--- config.mk ---
export PLATFORM = sky130hd
export DESIGN_NAME = serial_addsub
export DESIGN_NICKNAME = d
export VERILOG_FILES = /design/src/rtl/serial_addsub.sv
export SDC_FILE = /design/constraint.sdc
export NUM_CORES = 1
export LEC_CHECK = 0
export ABC_AREA = 0
export CELL_PAD_IN_SITES_DETAIL_PLACEMENT = 1
export CELL_PAD_IN_SITES_GLOBAL_PLACEMENT = 1
export CORE_UTILIZATION = 41
export DETAILED_ROUTE_END_ITERATION = 8
export HOLD_SLACK_MARGIN = 0.02
export PLACE_DENSITY = 0.82
export SLEW_MARGIN = 0
export SYNTH_ARGS = -nofsm -noshare
export SYNTH_HDL_FRONTEND = slang
export SYNTH_SLANG_ARGS = --single-unit
--- constraint.sdc ---
create_clock -name CLOCK_50 -period 2.1 [get_ports CLOCK_50]
set_input_delay 0.315 -clock CLOCK_50 [delete_from_list [all_inputs] [get_ports CLOCK_50]]
set_output_delay 0.315 -clock CLOCK_50 [all_outputs]
set_load 0.02 [all_outputs]
--- src/rtl/serial_addsub.sv ---
// ---------------------------------------------------------------------------
// serial_addsub
//   Bit-serial adder/subtractor. A single full-adder cell is iterated LSB
//   first over WIDTH clocks. This gives the result of a WIDTH-bit ripple
//   carry adder, plus a subtract mode, carry/overflow flags and a
//   start/busy/done handshake.
//
//   Optional build macro: SERIAL_ADDSUB_ACCUM_EN
//     When defined, the extra input 'acc' selects the current sum register
//     as operand A. This turns the block into a running accumulator.
//
// Parameters
//   WIDTH    operand/result width in bits (2..32)
//
// Ports
//   CLOCK_50 in   system clock, rising edge
//   rst      in   asynchronous active-high reset
//   start    in   request, sampled only in IDLE or DONE
//   sub      in   0 = a+b, 1 = a-b (sampled with start)
//   acc      in   (macro only) take operand A from sum (sampled with start)
//   a, b     in   operands (sampled with start)
//   busy     out  operation in progress
//   done     out  one-cycle pulse when sum/cout/ovf update
//   sum      out  registered result, modulo 2^WIDTH
//   cout     out  carry out of MSB (for sub: 1 = no borrow)
//   ovf      out  signed overflow
// ---------------------------------------------------------------------------
module serial_addsub #(
  parameter int WIDTH = 8
) (
  input  logic             CLOCK_50,
  input  logic             rst,
  input  logic             start,
  input  logic             sub,
`ifdef SERIAL_ADDSUB_ACCUM_EN
  input  logic             acc,
`endif
  input  logic [WIDTH-1:0] a,
  input  logic [WIDTH-1:0] b,
  output logic             busy,
  output logic             done,
  output logic [WIDTH-1:0] sum,
  output logic             cout,
  output logic             ovf
);

  localparam int CW = (WIDTH > 2) ? $clog2(WIDTH) : 1;

  localparam logic [1:0] S_IDLE = 2'd0;
  localparam logic [1:0] S_RUN  = 2'd1;
  localparam logic [1:0] S_DONE = 2'd2;

  logic [1:0]       r_state;
  logic [WIDTH-1:0] r_opa;
  logic [WIDTH-1:0] r_opb;
  logic [WIDTH-1:0] r_res;
  logic [CW-1:0]    r_count;
  logic             r_carry;
  logic [WIDTH-1:0] r_sum;
  logic             r_cout;
  logic             r_ovf;

  logic             w_s;
  logic             w_c;
  logic             w_last;
  logic [WIDTH-1:0] w_res_next;
  logic [WIDTH-1:0] w_opa_load;

  // One full-adder cell working on the current LSBs.
  assign w_s = r_opa[0] ^ r_opb[0] ^ r_carry;
  assign w_c = (r_opa[0] & r_opb[0]) | (r_opa[0] & r_carry) | (r_opb[0] & r_carry);

  // The new sum bit enters at the MSB, so after WIDTH steps bit 0 sits in place.
  assign w_res_next = {w_s, {(WIDTH-1){1'b0}}} | (r_res >> 1);
  assign w_last     = (r_count == CW'(WIDTH - 1));

`ifdef SERIAL_ADDSUB_ACCUM_EN
  assign w_opa_load = acc ? r_sum : a;
`else
  assign w_opa_load = a;
`endif

  // NOTE: sequential state uses non-blocking assignments so every register
  // samples pre-edge values and evaluation order inside the block is irrelevant.
  always_ff @(posedge CLOCK_50 or posedge rst) begin
    if (rst) begin
      r_state <= S_IDLE;
      r_opa   <= '0;
      r_opb   <= '0;
      r_res   <= '0;
      r_count <= '0;
      r_carry <= 1'b0;
      r_sum   <= '0;
      r_cout  <= 1'b0;
      r_ovf   <= 1'b0;
    end else begin
      case (r_state)
        S_IDLE, S_DONE: begin
          if (start) begin
            // Subtraction is a + ~b + 1: invert B and seed the carry with 1.
            r_opa   <= w_opa_load;
            r_opb   <= b ^ {WIDTH{sub}};
            r_carry <= sub;
            r_count <= '0;
            r_state <= S_RUN;
          end else begin
            r_state <= S_IDLE;
          end
        end
        S_RUN: begin
          r_opa   <= r_opa >> 1;
          r_opb   <= r_opb >> 1;
          r_res   <= w_res_next;
          r_carry <= w_c;
          r_count <= r_count + CW'(1);
          if (w_last) begin
            // Before this edge, r_carry holds the carry into the MSB.
            r_sum   <= w_res_next;
            r_cout  <= w_c;
            r_ovf   <= r_carry ^ w_c;
            r_state <= S_DONE;
          end
        end
        default: r_state <= S_IDLE;
      endcase
    end
  end

  assign busy = (r_state == S_RUN);
  assign done = (r_state == S_DONE);
  assign sum  = r_sum;
  assign cout = r_cout;
  assign ovf  = r_ovf;

endmodule

# Word level (Yosys, flattened, before mapping)
# Index checks and enable logic that the tools add are counted.
# W data, S select, Z words.
[op_classes]
n_addsub = 1
n_eq_ne = 5
mux = 11
bitwise_logic = 10
reduce_logical = 5
[op_table]
columns = ["operator", "count"]
rows = [
  ["$pmux W8 S2", 2],
  ["$mux W8", 2],
  ["$or A8 B7 Y8", 1],
  ["$xor A8 B8 Y8", 1],
  ["$pmux W3 S2", 1],
  ["$pmux W2 S2", 1],
  ["$reduce_and A2 Y1", 2],
  ["$add A3 B1 Y3 const B", 1],
  ["$and A1 B1 Y1", 3],
  ["$eq A3 B3 Y1 const B", 1],
  ["$mux W3", 1],
  ["$xor A1 B1 Y1", 3],
  ["$eq A2 B1 Y1 const B", 1],
  ["$eq A2 B2 Y1 const B", 1],
  ["$logic_not A2 Y1", 1],
  ["$mux W1", 2],
  ["$mux W2", 1],
  ["$ne A2 B1 Y1 const B", 1],
  ["$ne A2 B2 Y1 const B", 1],
  ["$or A1 B1 Y1", 2],
  ["$pmux W1 S2", 1],
  ["$reduce_bool A2 Y1", 1],
  ["$reduce_or A2 Y1", 1],
]
[word_totals]
regBits = 40
input_bits = 20
out_inout_bits = 12
elab_cells = 41

# Longest topological paths before layout
[logic_depth]
depth_word = 4
ltp_mapped = 6
depth_no_buf = 5

# Least setup slack after synthesis
# Ideal clock, no wire load.
[synth_timing]
kind = "reg-to-reg"
startpoint = "register r_count[0]"
endpoint = "register r_cout (netlist: cout)"
setup_time_ns = 0.125
t_arrival_ns = 1.398
required_ns = 1.975
path_slack_ns = 0.577
path_stages_with_launch = 6
path_buffers = 1
period_less_slack_ns = 1.523
path_cell_list = "dfrtp_1 > ha_1 > ha_1 > nand3b_1 > buf_2 > mux2_2"
[synth_via]
elab_chain_cells = 2
[synth_lines]
columns = ["element", "line_no", "source"]
rows = [
  ["start, declared", "57", "logic [CW-1:0] r_count;"],
  ["start signal, assigned", "115", "r_count <= r_count + CW'(1);"],
  ["$eq A3 B3 Y1", "75", "assign w_last = (r_count == CW'(WIDTH - 1));"],
  ["$reduce_and A2 Y1 (no source line)", "--", ""],
  ["end signal, assigned", "119", "r_cout <= w_c;"],
  ["end, declared", "60", "logic r_cout;"],
]
# Every way passes these cells.
# A chain may end at the register's enable or synchronous reset.

# Worst setup path after layout
[layout_timing]
startpoint = "register r_state[0]"
endpoint = "output port busy"
[layout_via]
elab_chain_cells = 1
[layout_lines]
columns = ["element", "line_no", "source"]
rows = [
  ["start, declared", "53", "logic [1:0] r_state;"],
  ["start signal, assigned", "87", "r_state <= S_IDLE;"],
  ["start signal, assigned", "105", "r_state <= S_RUN;"],
  ["start signal, assigned", "107", "r_state <= S_IDLE;"],
  ["$eq A2 B1 Y1", "129", "assign busy = (r_state == S_RUN);"],
  ["end, declared", "40", "output logic busy,"],
]
# Every way passes these cells.

==> results.py <==
metrics = {
    "timing": {
        "timing.slew.headroom": 0.481,
        "final_period_minus_worst_setup_slack_ns": 1.91,
        "report.final.slew_viol_count": 0,
        "tightestPinTransition_ns": 0.778,
        "hold_ws_ns": 0.448,
        "timing.setup.tns_ns": 0,
        "final.period_utilization": 0.909,
        "timing.final.hold_violations": 0,
        "final_report_setup_violation_count": 0,
        "finalClockSkew_ns": 0.00359,
        "setup_repair_after_global_routing_missed_its_margin": "no",
        "timing.fmax_mhz": 524,
    },
    "layout": {
        "layout.filler_cells": 387,
        "final_design_area_no_fill_um2": 2110,
        "nets": 180,
        "post-route-util": 0.556,
        "seqCellArea_um2": 976,
        "multi_input_area_um2": 637,
        "antenna-diode-count": 0,
        "layout-area-overhead-vs-synth_pct": 26.2,
        "fraction_of_final_layout_cells_sized_beyond_drive_strength_1": 0.190,
    },
    "synth": {
        "post_synth_fa_ha_maj_area_fraction": 0.0269,
        "post_synth_main_area_contributors": "dfrtp_1 (58%), mux2_2 (11%), a22o_1 (6.3%)",
        "syn-num-nets": 146,
        "synth_edf_count": 0,
        "synth.cell_area_um2": 1670,
        "post_synth_and_or_nand_nor_area_fraction": 0.0411,
        "post-synth-top-area-fraction": 0.583,
        "largest_family_of_logic_cells_by_synthesized_area": "compound AO/OA/AOI/OAI gates",
        "synthesis.instances": 123,
        "synthesis.yosys.warnings": 0,
        "synth_xor_area_frac": 0.0471,
        "ys_ff_latch": 39,
        "synth_most_common_cell": "dfrtp_1",
        "post_synth.cell_area_avg_um2": 13.6,
        "synth_compound_area_frac": 0.146,
        "asyncSetResetFlopFracSynth": 1.00,
        "register_area_share_after_synthesis": 0.583,
        "postSynth.topFlopCell": "dfrtp_1",
        "synth.lib_cells_used.distinct": 21,
        "synth.mux.area_fraction": 0.114,
        "netlist.top_cell.by_area": "dfrtp_1",
        "post_synth_most_frequent_cells": "dfrtp_1 (39), mux2_2 (17), a22o_1 (12), a21o_1 (8), xnor2_1 (8)",
    },
    "critical_path": {
        "worstSetupStartpointType": "register",
        "timing.critical_path.cells": "nor2b_4 -> clkdlybuf4s50_1",
        "critPathBufInv": 1,
        "worstReg2RegStart": "r_count[0]",
        "reg2regPathDepth": 4,
        "crit_path_max_incr_delay_ns": 0.65,
        "critPathMaxFanout": 8,
        "path_class": "register to primary output",
        "ff2ff_setup_slack_ns": 0.36,
        "crit_path_top_delay_cell": "clkdlybuf4s50_1",
        "critical_path_cell_count": 2,
        "critPathRequiredTime_ns": 1.78,
        "critical_path.top_delay_family": "buffers and inverters",
        "worst_r2r_endpoint": "sum[1]",
        "timing.critical_path.to_type": "primary output",
        "crit_arrival_ns": 1.59,
    },
    "clock_tree": {
        "cts_hold_buf": 0,
        "cts_made_buffers": 5,
        "cts_tree": "built",
        "tritoncts_num_sinks": 39,
        "worstSkewPairLatency_ns": 0.28,
        "htree_num_levels": 2,
        "ctsLongestPathBuffers": 2,
        "cts_root_buffer_type": "clkbuf_8",
        "clk_pin_slew_ns": 0.07,
    },
    "routing": {
        "vias": 1088,
        "antenna_violation_net_count_after_detailed_routing": 0,
        "drt_iter0_drc": 44,
        "vias_per_cell": 5.28,
        "route.detailed.drc": 0,
        "total_length_of_routed_wires_um": 3170,
        "drt_pre_antenna_iters": 4,
        "wire_per_inst_um": 15.4,
    },
    "floorplanning": {
        "num_rows": 22,
        "floorplan.io_pins": 32,
        "initial_core_util": 0.441,
        "fp.dieW_um": 65.9,
        "design.die.area_um2": 4340,
        "die_h_um": 65.9,
        "core_area_um2": 3800,
    },
    "global_route": {
        "grt_max_degree": 40,
        "grt_usage": 0.169,
        "grt_pass1_wl_um": 5400,
        "grt_pass1_vias": 1172,
        "final_global_route_overflow_total": 0,
        "grt_antenna_before_repair": 0,
    },
    "power": {
        "pwr-share-seq": 0.419,
        "peakVddDrop_v": 0.000729,
        "netSwitchingPower_mw": 1.07,
        "sw_frac_of_total": 0.335,
        "intPower_mw": 2.12,
        "share_of_total_power_in_combinational_logic": 0.436,
        "cell_area_power_density_nw_per_um2": 1510,
        "power_frac_clock": 0.145,
        "power.static_leakage_nw": 0.979,
    },
    "placed_design": {
        "dpl.hpwl_um": 2330,
        "dpl_cell_area_um2": 2030,
        "gp_routability_congestion": 0.739,
        "buffer_ports.inserted": 31,
    },
    "outcome": {
        "outcome": "finished, final reports clean",
    },
    "flow_run": {
        "timing.max_cap.violations": 0,
    },
    "min_path": {
        "timing.hold.worst.class": "primary input to asynchronous set/reset pin",
    },
}
==> logic make-up after synthesis <==
kind of cell / count (synthesis)
AOI/OAI and AO/OA: 29
xor gates and xnor gates: 9
adders and majority gates: 3
buffers and inverters: 12
DFF: 39
muxes: 17
and+or+nand+nor: 14
==> worst max path at each step <==
stage | endpoint | from | slack, ns
after floorplan | cout | r_count[0] | 0.58
after global placement | r_count[0] | start | 0.30
after detailed placement | r_count[0] | start | 0.22
after CTS | busy | r_state[0] | 0.06
after global routing | busy | r_state[0] | 0.11
final | busy | r_state[0] | 0.19
==> state kept, by name (all words and copies together), names as in the netlist <==
| name | count |
|---|---|
| sum | 8 |
| cout | 1 |
| r_opb | 8 |
| r_opa | 8 |
| r_count | 3 |
| r_carry | 1 |
| r_state | 2 |
| r_res | 7 |
| ovf | 1 |
==> worst reg2reg max path, stage by stage, from the launching register on <==
cell,delay (ns)
dfrtp_1,0.40
ha_1,0.21
ha_1,0.19
nand3b_1,0.42
mux2_2,0.41
==> power by group through the flow <==
| stage | Combinational [mW] | Clock [mW] | Sequential, mW |
|---|---|---|---|
| 2_1_floorplan | 0.904 | 0 | 1.40 |
| 6_report | 1.39 | 0.463 | 1.34 |
| 4_1_cts | 1.41 | 0.481 | 1.34 |
| 3_5_place_dp | 1.41 | 0 | 1.35 |
| 3_3_place_gp | 1.33 | 0 | 1.32 |
| 5_1_grt | 1.52 | 0.514 | 1.38 |
==> per-stage QoR <==
stage               worst slack, ns  std cells  power (mW)
detailed placement            0.224        198        2.76
floorplan                     0.577        123        2.31
global placement              0.299        198        2.65
CTS                          0.0585        206        3.23
finish                        0.191        206        3.19
global route                  0.113        206        3.42
==> metal layers <==
layer | track usage | vias up | share of wire
met3 | 0.0483 | 2 | 0.035
met1 | 0.206 | 561 | 0.43
met5 | 0 | - | 0
met4 | 0.0408 | 0 | 0.0057
li1 | - | 503 | -
met2 | 0.291 | 22 | 0.53
==> layout make-up <==
class	count	area share
clock buffer	7	0.0361
tap	48	0.0284
sequential	39	0.462
clock inverter	1	0.00237
multi-input combinational	72	0.301
timing repair buffer	36	0.165
inverter	3	0.00533
==> placed cells by master, fill, tap and decap left out, types with 3 or more instances in the layout <==
cell             count
a21o_1               8
a221o_1              7
a22o_1              12
buf_4                5
clkbuf_8             5
clkdlybuf4s50_1     31
dfrtp_1             39
inv_1                3
mux2_2              17
nor2_1               7
xnor2_1              8
==> timing repair <==
action	in CTS	in global routing
endpoints found under the setup margin	0	1
setup buffers	0	0
gates resized for setup	0	1
No activity file was read; power rests on OpenSTA's default activity.
